File: config.mk
export PLATFORM = sky130hd
export DESIGN_NAME = config_loader
export DESIGN_NICKNAME = d
export VERILOG_FILES = /design/src/rtl/config_loader.sv
export SDC_FILE = /design/constraint.sdc
export NUM_CORES = 1
export LEC_CHECK = 0
export CAP_MARGIN = 40
export CORE_MARGIN = 2
export CORE_UTILIZATION = 60
export CTS_CLUSTER_DIAMETER = 60
export CTS_CLUSTER_SIZE = 14
export DETAILED_ROUTE_END_ITERATION = 12
export DONT_BUFFER_PORTS = 1
export PLACE_DENSITY = 0.76
export SYNTH_ARGS = -nofsm -noshare
export SYNTH_HDL_FRONTEND = slang
export SYNTH_SLANG_ARGS = --single-unit
File: constraint.sdc
create_clock -name clk -period 4.9 [get_ports clk]
set_clock_uncertainty 0.05 [all_clocks]
set_input_delay 0.98 -clock clk [delete_from_list [all_inputs] [get_ports clk]]
set_output_delay 0.98 -clock clk [all_outputs]
set_load 0.01 [all_outputs]
File: src/rtl/config_loader.sv
// Bitstream loader for the tile configuration bus: unpacks a {magic,count} header
// plus count (addr,data) word pairs into single-cycle config write strobes.
module config_loader #(
    parameter logic [15:0] MAGIC     = 16'hCF60,
    parameter logic [31:0] IDLE_ADDR = 32'hFFFF_FFFF
) (
    input  logic        clk,
    input  logic        reset,
    input  logic        start,
    input  logic [31:0] in_data,
    input  logic        in_valid,
    output logic        in_ready,
    output logic [31:0] config_addr,
    output logic [31:0] config_data,
    output logic        config_valid,
    output logic        done,
    output logic        error,
    output logic [15:0] writes_issued
);

    typedef enum logic [2:0] {
        IDLE,
        HDR,
        ADDR,
        DATA,
        EMIT,
        DONE,
        ERR
    } state_t;

    typedef struct packed {
        logic [15:0] magic;
        logic [15:0] count;
    } hdr_t;

    state_t      state;
    logic [15:0] remaining;
    logic [31:0] addr_reg;
    logic        accept;
    hdr_t        hdr;

    assign accept = in_valid & in_ready;
    assign hdr    = hdr_t'(in_data);

    // in_ready is loaded together with the next state so it is a pure state decode.
    always_ff @(posedge clk or negedge reset) begin
        if (!reset) begin
            state         <= IDLE;
            in_ready      <= 1'b0;
            config_valid  <= 1'b0;
            config_addr   <= IDLE_ADDR;
            config_data   <= '0;
            done          <= 1'b0;
            error         <= 1'b0;
            writes_issued <= '0;
            remaining     <= '0;
            addr_reg      <= '0;
        end else begin
            case (state)
                IDLE: begin
                    if (start) begin
                        state    <= HDR;
                        in_ready <= 1'b1;
                    end
                end
                HDR: begin
                    if (accept) begin
                        if (hdr.magic != MAGIC) begin
                            state    <= ERR;
                            error    <= 1'b1;
                            in_ready <= 1'b0;
                        end else if (hdr.count == 16'd0) begin
                            state         <= DONE;
                            done          <= 1'b1;
                            writes_issued <= '0;
                            in_ready      <= 1'b0;
                        end else begin
                            state         <= ADDR;
                            remaining     <= hdr.count;
                            writes_issued <= '0;
                        end
                    end
                end
                ADDR: begin
                    if (accept) begin
                        addr_reg <= in_data;
                        state    <= DATA;
                    end
                end
                DATA: begin
                    // Strobe is presented straight from the data-word edge: one cycle latency.
                    if (accept) begin
                        config_data  <= in_data;
                        config_addr  <= addr_reg;
                        config_valid <= 1'b1;
                        in_ready     <= 1'b0;
                        state        <= EMIT;
                    end
                end
                EMIT: begin
                    config_valid  <= 1'b0;
                    config_addr   <= IDLE_ADDR;
                    writes_issued <= writes_issued + 16'd1;
                    remaining     <= remaining - 16'd1;
                    if (remaining == 16'd1) begin
                        state <= DONE;
                        done  <= 1'b1;
                    end else begin
                        state    <= ADDR;
                        in_ready <= 1'b1;
                    end
                end
                DONE: begin
                    if (start) begin
                        state         <= HDR;
                        done          <= 1'b0;
                        writes_issued <= '0;
                        in_ready      <= 1'b1;
                    end
                end
                ERR: begin
                    if (start) begin
                        state    <= HDR;
                        error    <= 1'b0;
                        in_ready <= 1'b1;
                    end
                end
                default: begin
                    state        <= IDLE;
                    in_ready     <= 1'b0;
                    config_valid <= 1'b0;
                    config_addr  <= IDLE_ADDR;
                end
            endcase
        end
    end

endmodule

# Yosys cells after proc, flatten, opt, wreduce, memory -nomap -nowiden
# Cells that the tools add are included.
# Widths: inputs -> output; s select.
[classes]
n_addsub = 2
bitwise_logic = 3
n_reduce_logical = 16
n_shift = 0
eq_ne = 21
n_mux = 36
n_mul = 0
div = 0
magnitude_cmp = 0
[op_table]
columns = ["op", "n"]
rows = [
  ["$mux 16", 6],
  ["$pmux 32 s2", 1],
  ["$pmux 16 s3", 1],
  ["$mux 32", 1],
  ["$pmux 16 s2", 1],
  ["$ne 2x2->1 const B", 11],
  ["$mux 3", 7],
  ["$add 16x1->16 const B", 1],
  ["$eq 16x1->1 const B", 1],
  ["$logic_not 16->1", 1],
  ["$ne 16x16->1 const B", 1],
  ["$reduce_and 4->1", 4],
  ["$sub 16x1->16 const B", 1],
  ["$pmux 3 s5", 1],
  ["$mux 1", 14],
  ["$reduce_and 6->1", 2],
  ["$eq 3x3->1 const B", 3],
  ["$eq 3x2->1 const B", 2],
  ["$reduce_and 2->1", 3],
  ["$pmux 1 s5", 1],
  ["$reduce_or 5->1", 1],
  ["$pmux 1 s2", 2],
  ["$reduce_bool 2->1", 2],
  ["$eq 3x1->1 const B", 1],
  ["8 further kinds", 9],
]
[totals]
reg_bits = 135
latch_bits = 0
elab_cells = 88
mem_count = 0
romBits = 0
out_inout_bits = 84
inputBits = 36
ramBits = 0

# Longest topological paths before layout
# Gate-level depths: netlist of run 1.
[logic_depth]
depth_word = 5
ltp_mapped = 8
depth_no_buf = 7

# Least setup slack after synthesis of run 1
# Ideal clock, no wire load.
[synth_path]
kind = "input -> register"
from = "input port in_data[18]"
to = "register remaining[5]"
arrival_ns = 2.484
path_slack_ns = 2.243
path_buffers = 2
path_stages = 6
path_cell_list = "nor4b_2 -> nand4_2 -> or4b_1 -> buf_6 -> buf_6 -> o221a_1"
[synth_via]
elab_chain_len = 3
[synth_rtl]
columns = ["item", "line_no", "text"]
rows = [
  ["from (decl)", "10", "input logic [31:0] in_data,"],
  ["$ne 16x16->1", "68", "if (hdr.magic != MAGIC) begin"],
  ["$ne 2x2->1 (no line)", "--", ""],
  ["$reduce_and 4->1 (no line)", "--", ""],
  ["to (signal assigned)", "79", "remaining <= hdr.count;"],
  ["to (signal assigned)", "104", "remaining <= remaining - 16'd1;"],
  ["to (decl)", "37", "logic [15:0] remaining;"],
]
# Every way passes these cells.
# A chain may end at the register's enable or synchronous reset.

# Final worst setup path of run 1
[layout_path]
from = "input port in_data[17]"
to = "register remaining[5]"
# Same word-level chain as after synthesis.

==> flow_metrics.py, run 1 <==
metrics = {
    "synth": {
        "synth-async-reset-ratio_pct": 100,
        "syn_area_per_cell_um2": 12.3,
        "synthXorXnorAreaFrac_pct": 0,
        "synth_cells": 482,
        "synth_seq_cells": 135,
        "synth_fa_ha_area_share_pct": 0.635,
        "syn_nets": 521,
        "synth_compound_area_share_pct": 14.2,
        "seq_area_frac_synth_pct": 57.8,
        "synth_ff_type": "dfrtp_1",
        "synthMuxAreaShare_pct": 13.1,
        "synth_top_family_by_area": "compound AO/OA/AOI/OAI gates",
        "synth_edf_count": 0,
        "syn_area_mm2": 0.00592,
        "ys_warn_count": 0,
        "synth.distinct_cells": 55,
        "yosys.area_share.simple_pct": 11.6,
    },
    "timing": {
        "rsz0062_at_grt": "no",
        "finalSetupViolCount": 0,
        "max_freq_ghz": 0.376,
        "final_hold_viol_count": 0,
        "holdWs_ns": 0.112,
        "finalMaxSlewViolations": 0,
        "tightest_slew_ns": 0.843,
        "finalCritPeriodShare_pct": 54.3,
        "fin_setup_tns_ns": 0,
        "setup_ws_ns": 2.24,
        "slew_headroom_pct": 43.7,
        "fin_crit_ns": 2.66,
    },
    "setup_path": {
        "cp_data_required_time_ns": 5.30,
        "crit_arrival_ns": 3.06,
        "worstPathCellList": "nor4b_2, nand4_2, or4b_1, a21oi_1, o221a_1",
        "crit_path_max_fanout": 19,
        "ff2ff_setup_slack_ns": 2.35,
        "max_stage_delay_ns": 0.90,
        "startpoint_type": "primary input",
        "worstSetupPathType": "primary input to flop",
        "slowest_stage": "or4b_1",
        "endpoint_kind": "flop",
    },
    "placed_design": {
        "place_congestion": 0.841,
        "dpl.hpwl_mm": 8.27,
        "dp_slack_ns": 1.77,
        "dpl-instance-area_mm2": 0.00601,
        "io_buffers": 0,
    },
    "clock_network": {
        "cts_resized": 0,
        "postCtsSetupBuffers": 0,
        "cts-root-buf": "clkbuf_8",
        "cts_tree": "yes",
        "clk_pin_slew_ns": 0.06,
        "clk_latency_ns": 0.51,
        "cts.sinks": 135,
        "htree_levels": 4,
        "clock_path_buffers": 2,
        "ctsHoldBuffers": 0,
        "numCtsBuffers": 17,
    },
    "power_and_ir_drop": {
        "intPower_w": 0.00298,
        "p_leak_nw": 2.75,
        "sequentialPowerShare_pct": 52.6,
        "vdd_ir_drop_max_v": 0.000388,
        "powerDensity_mw_per_mm2": 655,
        "sw_frac_of_total_pct": 31.2,
        "power_switching_w": 0.00135,
        "pwr-share-comb_pct": 17.7,
        "p_clk_share_pct": 29.7,
    },
    "global_route": {
        "grt_pass1_wl_mm": 19.8,
        "grt_pass1_vias": 3761,
        "globalRouteTotalUtil_pct": 24.3,
        "grt_max_degree": 136,
        "gr-total-overflow": 0,
        "antenna_found_initial": 0,
    },
    "die": {
        "die_h_um": 103,
        "core_mm2": 0.00968,
        "fp-row-count": 36,
        "initial_core_util_pct": 61.1,
        "ioPinCount": 120,
        "die_w_um": 103,
        "dieArea_mm2": 0.0107,
    },
    "final_layout": {
        "final_core_util_pct": 68.4,
        "fill_cells": 684,
        "layout_commonest_cell": "dfrtp_1",
        "stdcell_area_mm2": 0.00662,
        "final_cell_mix": "dfrtp_1, mux2_2, o22a_1, dfstp_2, nand2_1",
        "syn_to_final_growth_pct": 11.9,
        "layout.nets": 516,
        "n_antenna_cell": 0,
        "drive_above_1_share_pct": 30.2,
    },
    "detailed_routing": {
        "wl_per_cell_um": 20.5,
        "ant_nets": 0,
        "wl_mm": 12.7,
        "vias_per_cell": 6.38,
        "drc": 0,
        "vias": 3977,
        "first_pass_iters": 5,
        "drtIter0Drc": 314,
    },
    "status": {
        "status": "finished, final reports clean",
    },
    "min_path": {
        "hold_class": "primary input to asynchronous set/reset pin",
    },
    "flow_run": {
        "maxCapViolations": 0,
    },
}
worst max-delay path, delay by kind of cell:
kind | cells | cell delay (ns)
compound gates | 2 | 0.48
simple gates | 3 | 1.60
cell type report:
| type | count | area [um2] | share of cell area (%) |
|---|---|---|---|
| timing repair buffer | 5 | 57.6 | 0.869 |
| inverter | 4 | 17.5 | 0.265 |
| sequential | 135 | 3420 | 51.6 |
| clock buffer | 22 | 463 | 6.99 |
| multi-input combinational | 314 | 2350 | 35.5 |
| clock inverter | 10 | 145 | 2.19 |
| tap | 133 | 166 | 2.51 |
path summary, 6_finish.rpt:
check | from | end | cells after the start
worst max-delay path | in_data[17] | remaining[5] | 5
worst min-delay path | reset | writes_issued[2] | 0
worst max register to register | state[1] | in_ready | 5
worst min register to register | addr_reg[1] | config_addr[1] | 1
max in group asynchronous | reset | config_addr[20] | 0
min in group clk | addr_reg[1] | config_addr[1] | 1
synth_stat cells (2+ instances only):
| cell type | count | area (um2) |
|---|---|---|
| a211o_1 | 2 | 17.5 |
| a211oi_1 | 3 | 22.5 |
| a21o_1 | 2 | 15.0 |
| a21oi_1 | 22 | 110 |
| a221oi_1 | 2 | 17.5 |
| a22o_1 | 2 | 17.5 |
| a22oi_1 | 4 | 30.0 |
| a31oi_1 | 10 | 62.6 |
| and3_1 | 4 | 25.0 |
| and4_1 | 2 | 17.5 |
| buf_1 | 4 | 15.0 |
| buf_2 | 6 | 30.0 |
| buf_6 | 3 | 33.8 |
| clkbuf_1 | 16 | 60.1 |
| dfrtp_1 | 103 | 2580 |
| dfstp_2 | 32 | 841 |
| ha_1 | 3 | 37.5 |
| inv_1 | 3 | 11.3 |
| mux2_2 | 66 | 743 |
| mux2i_1 | 3 | 30.0 |
| nand2_1 | 30 | 113 |
| nand2b_1 | 4 | 25.0 |
| nand3_1 | 13 | 65.1 |
| nand4_1 | 6 | 37.5 |
| nor2_1 | 25 | 93.8 |
| nor3_1 | 14 | 70.1 |
| nor3b_1 | 3 | 22.5 |
| nor4_1 | 6 | 37.5 |
| nor4b_2 | 2 | 30.0 |
| o21a_1 | 5 | 37.5 |
| o21ai_0 | 19 | 95.1 |
| o221a_1 | 2 | 22.5 |
| o221a_2 | 2 | 22.5 |
| o22a_1 | 34 | 298 |
| o31ai_1 | 4 | 30.0 |
| or4_1 | 2 | 15.0 |
power by group through the flow:
stage | Clock (W) | Combinational, W | Sequential, W
floorplan | 0 | 0.000685 | 0.00215
global placement | 0 | 0.000713 | 0.00228
detailed placement | 0 | 0.000761 | 0.00230
CTS | 0.00131 | 0.000774 | 0.00229
global route | 0.00136 | 0.000853 | 0.00236
finish | 0.00129 | 0.000766 | 0.00228
metal layers:
metal | vias to the layer above | part of all wire (%) | global-route usage [%]
li1 | 1796 | - | -
met1 | 2019 | 43 | 34.3
met2 | 145 | 47 | 35.3
met3 | 17 | 8.0 | 8.74
met4 | 0 | 1.5 | 8.40
met5 | - | 0 | 0
metrics by stage:
stage / total power, W / std cells
finish: 0.00434 / 623
global route: 0.00458 / 623
CTS: 0.00437 / 623
detailed placement: 0.00306 / 591
global placement: 0.00299 / 590
floorplan: 0.00283 / 482
cells by family after synthesis:
| kind of cell | after synthesis |
|---|---|
| adders and majority gates | 3 |
| muxes | 69 |
| DFF | 135 |
| buffers and inverters | 33 |
| AOI/OAI and AO/OA | 118 |
| and+or+nand+nor | 124 |
No activity file was read; power rests on OpenSTA's default activity.
==> run 2, diff against run 1 <==
CORE_UTILIZATION = 57   (was 60)
PLACE_DENSITY = 0.75   (was 0.76)
clock period = 2.2 ns   (was 4.9 ns; I/O delays follow)
==> flow_metrics.py, run 2 (synthesis results as in run 1) <==
metrics = {
    "timing": {
        "max_freq_ghz": 0.473,
        "finalSetupViolCount": 0,
        "fin_setup_tns_ns": 0,
        "slew_headroom_pct": 62.5,
        "finalCritPeriodShare_pct": 96.1,
        "holdWs_ns": -0.444,
        "rsz0062_at_grt": "no",
        "tightest_slew_ns": 0.563,
        "fin_crit_ns": 2.11,
        "finalMaxSlewViolations": 0,
        "final_hold_viol_count": 135,
    },
    "placed_design": {
        "dpl.hpwl_mm": 8.83,
        "io_buffers": 0,
        "dpl-instance-area_mm2": 0.00619,
        "place_congestion": 0.891,
    },
    "global_route": {
        "grt_pass1_vias": 4356,
        "grt_pass1_wl_mm": 23.0,
        "gr-total-overflow": 0,
        "antenna_found_initial": 0,
        "globalRouteTotalUtil_pct": 26.6,
        "grt_max_degree": 136,
    },
    "final_layout": {
        "final_cell_mix": "dfrtp_1, mux2_2, o22a_1, dfstp_2, nand2_1",
        "syn_to_final_growth_pct": 18.7,
        "layout.nets": 565,
        "n_antenna_cell": 0,
        "drive_above_1_share_pct": 31.5,
        "layout_commonest_cell": "dfrtp_1",
        "stdcell_area_mm2": 0.00702,
    },
    "clock_network": {
        "clk_latency_ns": 0.53,
        "clk_pin_slew_ns": 0.06,
        "postCtsSetupBuffers": 0,
        "cts.sinks": 135,
        "numCtsBuffers": 17,
        "cts_tree": "yes",
        "cts-root-buf": "clkbuf_8",
        "htree_levels": 4,
        "clock_path_buffers": 2,
    },
    "detailed_routing": {
        "top_layer_used": "met4",
        "ant_nets": 0,
        "drc": 0,
        "wl_mm": 14.2,
        "vias": 4224,
        "met2RoutedLength_mm": 7.06,
        "wl_met1_mm": 5.79,
        "first_pass_iters": 5,
        "dr_wl_met3_mm": 1.05,
        "vias_per_cell": 6.26,
        "drtIter0Drc": 394,
        "wl_per_cell_um": 21.0,
    },
    "die": {
        "ioPinCount": 120,
        "die_w_um": 106,
        "initial_core_util_pct": 58.1,
        "die_h_um": 106,
        "dieArea_mm2": 0.0112,
        "fp-row-count": 37,
        "core_mm2": 0.0102,
    },
    "setup_path": {
        "crit_arrival_ns": 2.47,
        "cp_data_required_time_ns": 2.56,
        "worst_r2r_path_depth": 5,
        "crit_path_max_fanout": 4,
        "worstSetupPathType": "flop to flop",
        "endpoint_kind": "flop",
        "startpoint_type": "flop",
    },
    "flow_run": {
        "maxCapViolations": 0,
    },
    "status": {
        "violations": "hold timing",
        "status": "complete, but fails checks",
    },
    "power_and_ir_drop": {
        "p_total_w": 0.00965,
        "vdd_ir_drop_max_v": 0.000726,
        "powerDensity_mw_per_mm2": 1370,
        "p_leak_nw": 2.94,
    },
    "min_path": {
        "hold_class": "primary input to asynchronous set/reset pin",
    },
}
-- run 2: cell types whose count changed in the layout (fill, tap and decap cells not counted), moves of 3 or more --
cell	delta
dlygate4sd3_1	+28
buf_4	+19
buf_12	+3
clkbuf_8	-3
inv_6	+3
-- run 2: path summary, 6_finish.rpt --
check,to,startpoint,slack (ns)
min,writes_issued[3],reset,-0.44
max,in_ready,remaining[12],0.09
min in group clk,addr_reg[9],in_data[9],0.01
max reg2reg,in_ready,remaining[12],0.09
min reg2reg,config_addr[22],addr_reg[22],0.45
max in group asynchronous,config_addr[0],reset,2.31
-- run 2: cell type report --
class / instances / area [um2]
clock buffers: 19 / 422
clock inverters: 13 / 123
fillers: 724 / 3170
inverters: 4 / 17.5
multi-input cells: 314 / 2360
flip-flops and latches: 135 / 3420
well taps: 136 / 170
repair buffers: 54 / 513
-- run 2: power by group --
part	internal [W]	switching (W)	total (W)
logic	0.00116	0.000861	0.00202
clock network	0.00151	0.00108	0.00259
registers	0.00382	0.00121	0.00503
-- run 2: worst max-delay path, stage by stage, from the launching register on --
cell	delay [ns]
dfrtp_1	0.42
or4_1	0.56
nand4bb_4	0.25
or2_4	0.27
o311ai_1	0.08
mux2_2	0.37
-- run 2: routing by layer --
metal,global-route usage (%),vias up
li1,-,1900
met5,0,-
met1,34.6,2114
met4,10.7,0
met2,42.5,188
met3,7.42,22
-- run 2: repair_timing --
action	in CTS	in global routing
gates resized for setup	0	1
hold buffers	19	9
setup endpoints to repair	0	1
hold endpoints to repair	158	144
-- run 2: through the flow --
stage	worst slack [ns]	std cells	utilization, %
global route	0.0176	675	68.9
finish	0.0858	675	68.9
global placement	0.0573	615	60.8
detailed placement	-0.00207	615	60.8
CTS	0.0572	666	68.0
floorplan	0.0826	482	-
==> run 3, diff against run 2 <==
CORE_MARGIN = 1.5   (was 2)
CORE_UTILIZATION = 35   (was 57)
PLACE_DENSITY = default   (was 0.75)
==> flow_metrics.py, run 3 (synthesis results as in run 1) <==
metrics = {
    "setup_path": {
        "startpoint_type": "flop",
        "max_stage_delay_ns": 0.59,
        "endpoint_kind": "flop",
        "worstSetupPathType": "flop to flop",
        "crit_arrival_ns": 2.38,
        "cp_data_required_time_ns": 2.44,
        "crit_path_max_fanout": 3,
        "slowest_stage": "or4_1",
        "worstPathCellList": "or4_1, nand4bb_4, or2_1, o311ai_1, mux2_2",
    },
    "timing": {
        "tightest_slew_ns": 0.481,
        "holdWs_ns": -0.333,
        "slew_headroom_pct": 67.9,
        "final_hold_viol_count": 135,
        "finalSetupViolCount": 0,
        "rsz0062_at_grt": "no",
        "finalMaxSlewViolations": 0,
        "finalCritPeriodShare_pct": 97.1,
        "fin_crit_ns": 2.14,
        "max_freq_ghz": 0.468,
    },
    "clock_network": {
        "postCtsSetupBuffers": 0,
        "clk_pin_slew_ns": 0.06,
        "cts.sinks": 135,
        "clk_latency_ns": 0.41,
        "numCtsBuffers": 17,
        "cts-root-buf": "clkbuf_16",
        "htree_levels": 4,
        "cts_tree": "yes",
        "clock_path_buffers": 2,
    },
    "detailed_routing": {
        "drc": 0,
        "ant_nets": 0,
        "wl_per_cell_um": 19.1,
        "drtIter0Drc": 406,
        "wl_mm": 14.1,
        "first_pass_iters": 4,
        "vias_per_cell": 5.49,
        "vias": 4044,
    },
    "final_layout": {
        "final_cell_mix": "dfrtp_1, mux2_2, o22a_1, dfstp_2",
        "n_antenna_cell": 0,
        "regArea_mm2": 0.00342,
        "drive_above_1_share_pct": 33.9,
        "syn_to_final_growth_pct": 17.5,
        "fill_cells": 1510,
        "multiInputGateArea_mm2": 0.00236,
        "layout.nets": 543,
        "layout_commonest_cell": "dfrtp_1",
    },
    "global_route": {
        "grt_max_degree": 136,
        "globalRouteTotalUtil_pct": 16.4,
        "gr-total-overflow": 0,
        "antenna_found_initial": 0,
        "grt_pass1_wl_mm": 22.7,
        "grt_pass1_vias": 4141,
    },
    "power_and_ir_drop": {
        "powerDensity_mw_per_mm2": 1420,
        "intPower_w": 0.00677,
        "p_total_w": 0.00988,
        "sw_frac_of_total_pct": 31.5,
        "sequentialPowerShare_pct": 50.2,
        "vdd_ir_drop_max_v": 0.000617,
        "p_clk_share_pct": 29.4,
        "power_switching_w": 0.00311,
        "p_leak_nw": 2.88,
        "pwr-share-comb_pct": 20.4,
    },
    "placed_design": {
        "dpl.hpwl_mm": 9.40,
        "place_congestion": 0.812,
        "io_buffers": 0,
    },
    "status": {
        "status": "complete, but fails checks",
        "violations": "hold timing",
    },
    "die": {
        "initial_core_util_pct": 35.8,
        "ioPinCount": 120,
        "die_w_um": 133,
        "fp-row-count": 47,
        "die_h_um": 133,
        "dieArea_mm2": 0.0177,
        "core_mm2": 0.0165,
    },
    "min_path": {
        "hold_class": "primary input to asynchronous set/reset pin",
    },
    "flow_run": {
        "maxCapViolations": 0,
    },
}
==> run 3: cell types whose count changed in the layout (fill, tap and decap cells not counted), sizes merged <==
cell,previous run,this run
bufinv,1,3
clkinv,7,3
dlygate4sd3,28,0
buf,26,32
inv,8,9
==> run 3: path summary, 6_finish.rpt <==
kind | to | cells after the start | start | slack [ns]
setup reg to reg | in_ready | 5 | remaining[13] | 0.06
hold / removal | writes_issued[12] | 0 | reset | -0.33
hold reg to reg | config_addr[4] | 1 | addr_reg[4] | 0.45
max in group asynchronous | config_addr[4] | 0 | reset | 2.15
min in group clk | remaining[11] | 2 | in_data[11] | 0.12
setup / recovery | in_ready | 5 | remaining[13] | 0.06
==> run 3: layout make-up <==
cell class | instances | share of cell area [%]
clock buffer | 19 | 6.23
clock inverter | 12 | 2.41
inverter | 4 | 0.252
multi-input combinational | 314 | 34.0
sequential | 135 | 49.2
tap | 220 | 3.96
timing repair buffer | 32 | 4.00
==> run 3: power by group through the flow <==
stage	Sequential [W]	Combinational [W]	Clock (W)
finish	0.00497	0.00201	0.00290
global route	0.00511	0.00223	0.00308
CTS	0.00499	0.00204	0.00298
detailed placement	0.00502	0.00203	0
global placement	0.00499	0.00193	0
floorplan	0.00478	0.00153	0
==> run 3: layer usage <==
layer / share of wire, % / GRT usage, % / vias to the layer above
li1: - / - / 1859
met1: 45 / 21.3 / 2051
met2: 48 / 25.8 / 118
met3: 6.2 / 5.36 / 16
met4: 1.5 / 5.98 / 0
met5: 0 / 0 / -
==> run 3: through the flow <==
stage / setup slack [ns] / cells / area (um2) / util (%) / TNS [ns]
6_report: 0.0634 / 736 / 6950 / 42.1 / 0
4_1_cts: 0.0778 / 736 / 6940 / 42.0 / 0
2_1_floorplan: 0.0826 / 482 / 5920 / - / 0
3_3_place_gp: 0.0276 / 705 / 6340 / 38.4 / 0
5_1_grt: 0.0165 / 736 / 6950 / 42.1 / 0
3_5_place_dp: -0.0376 / 705 / 6340 / 38.4 / -0.105
==> run 3: timing repair <==
item / 4_1_cts / 5_1_grt
endpoints found under the hold margin: 135 / 135
gates resized for setup: 0 / 1
endpoints found under the setup margin: 0 / 1
==> run 3: critical path: cells and delay by family (launching register included) <==
family / cells / cell delay (ns)
compound gates: 1 / 0.10
flops: 1 / 0.37
mux: 1 / 0.37
simple gates: 3 / 1.13
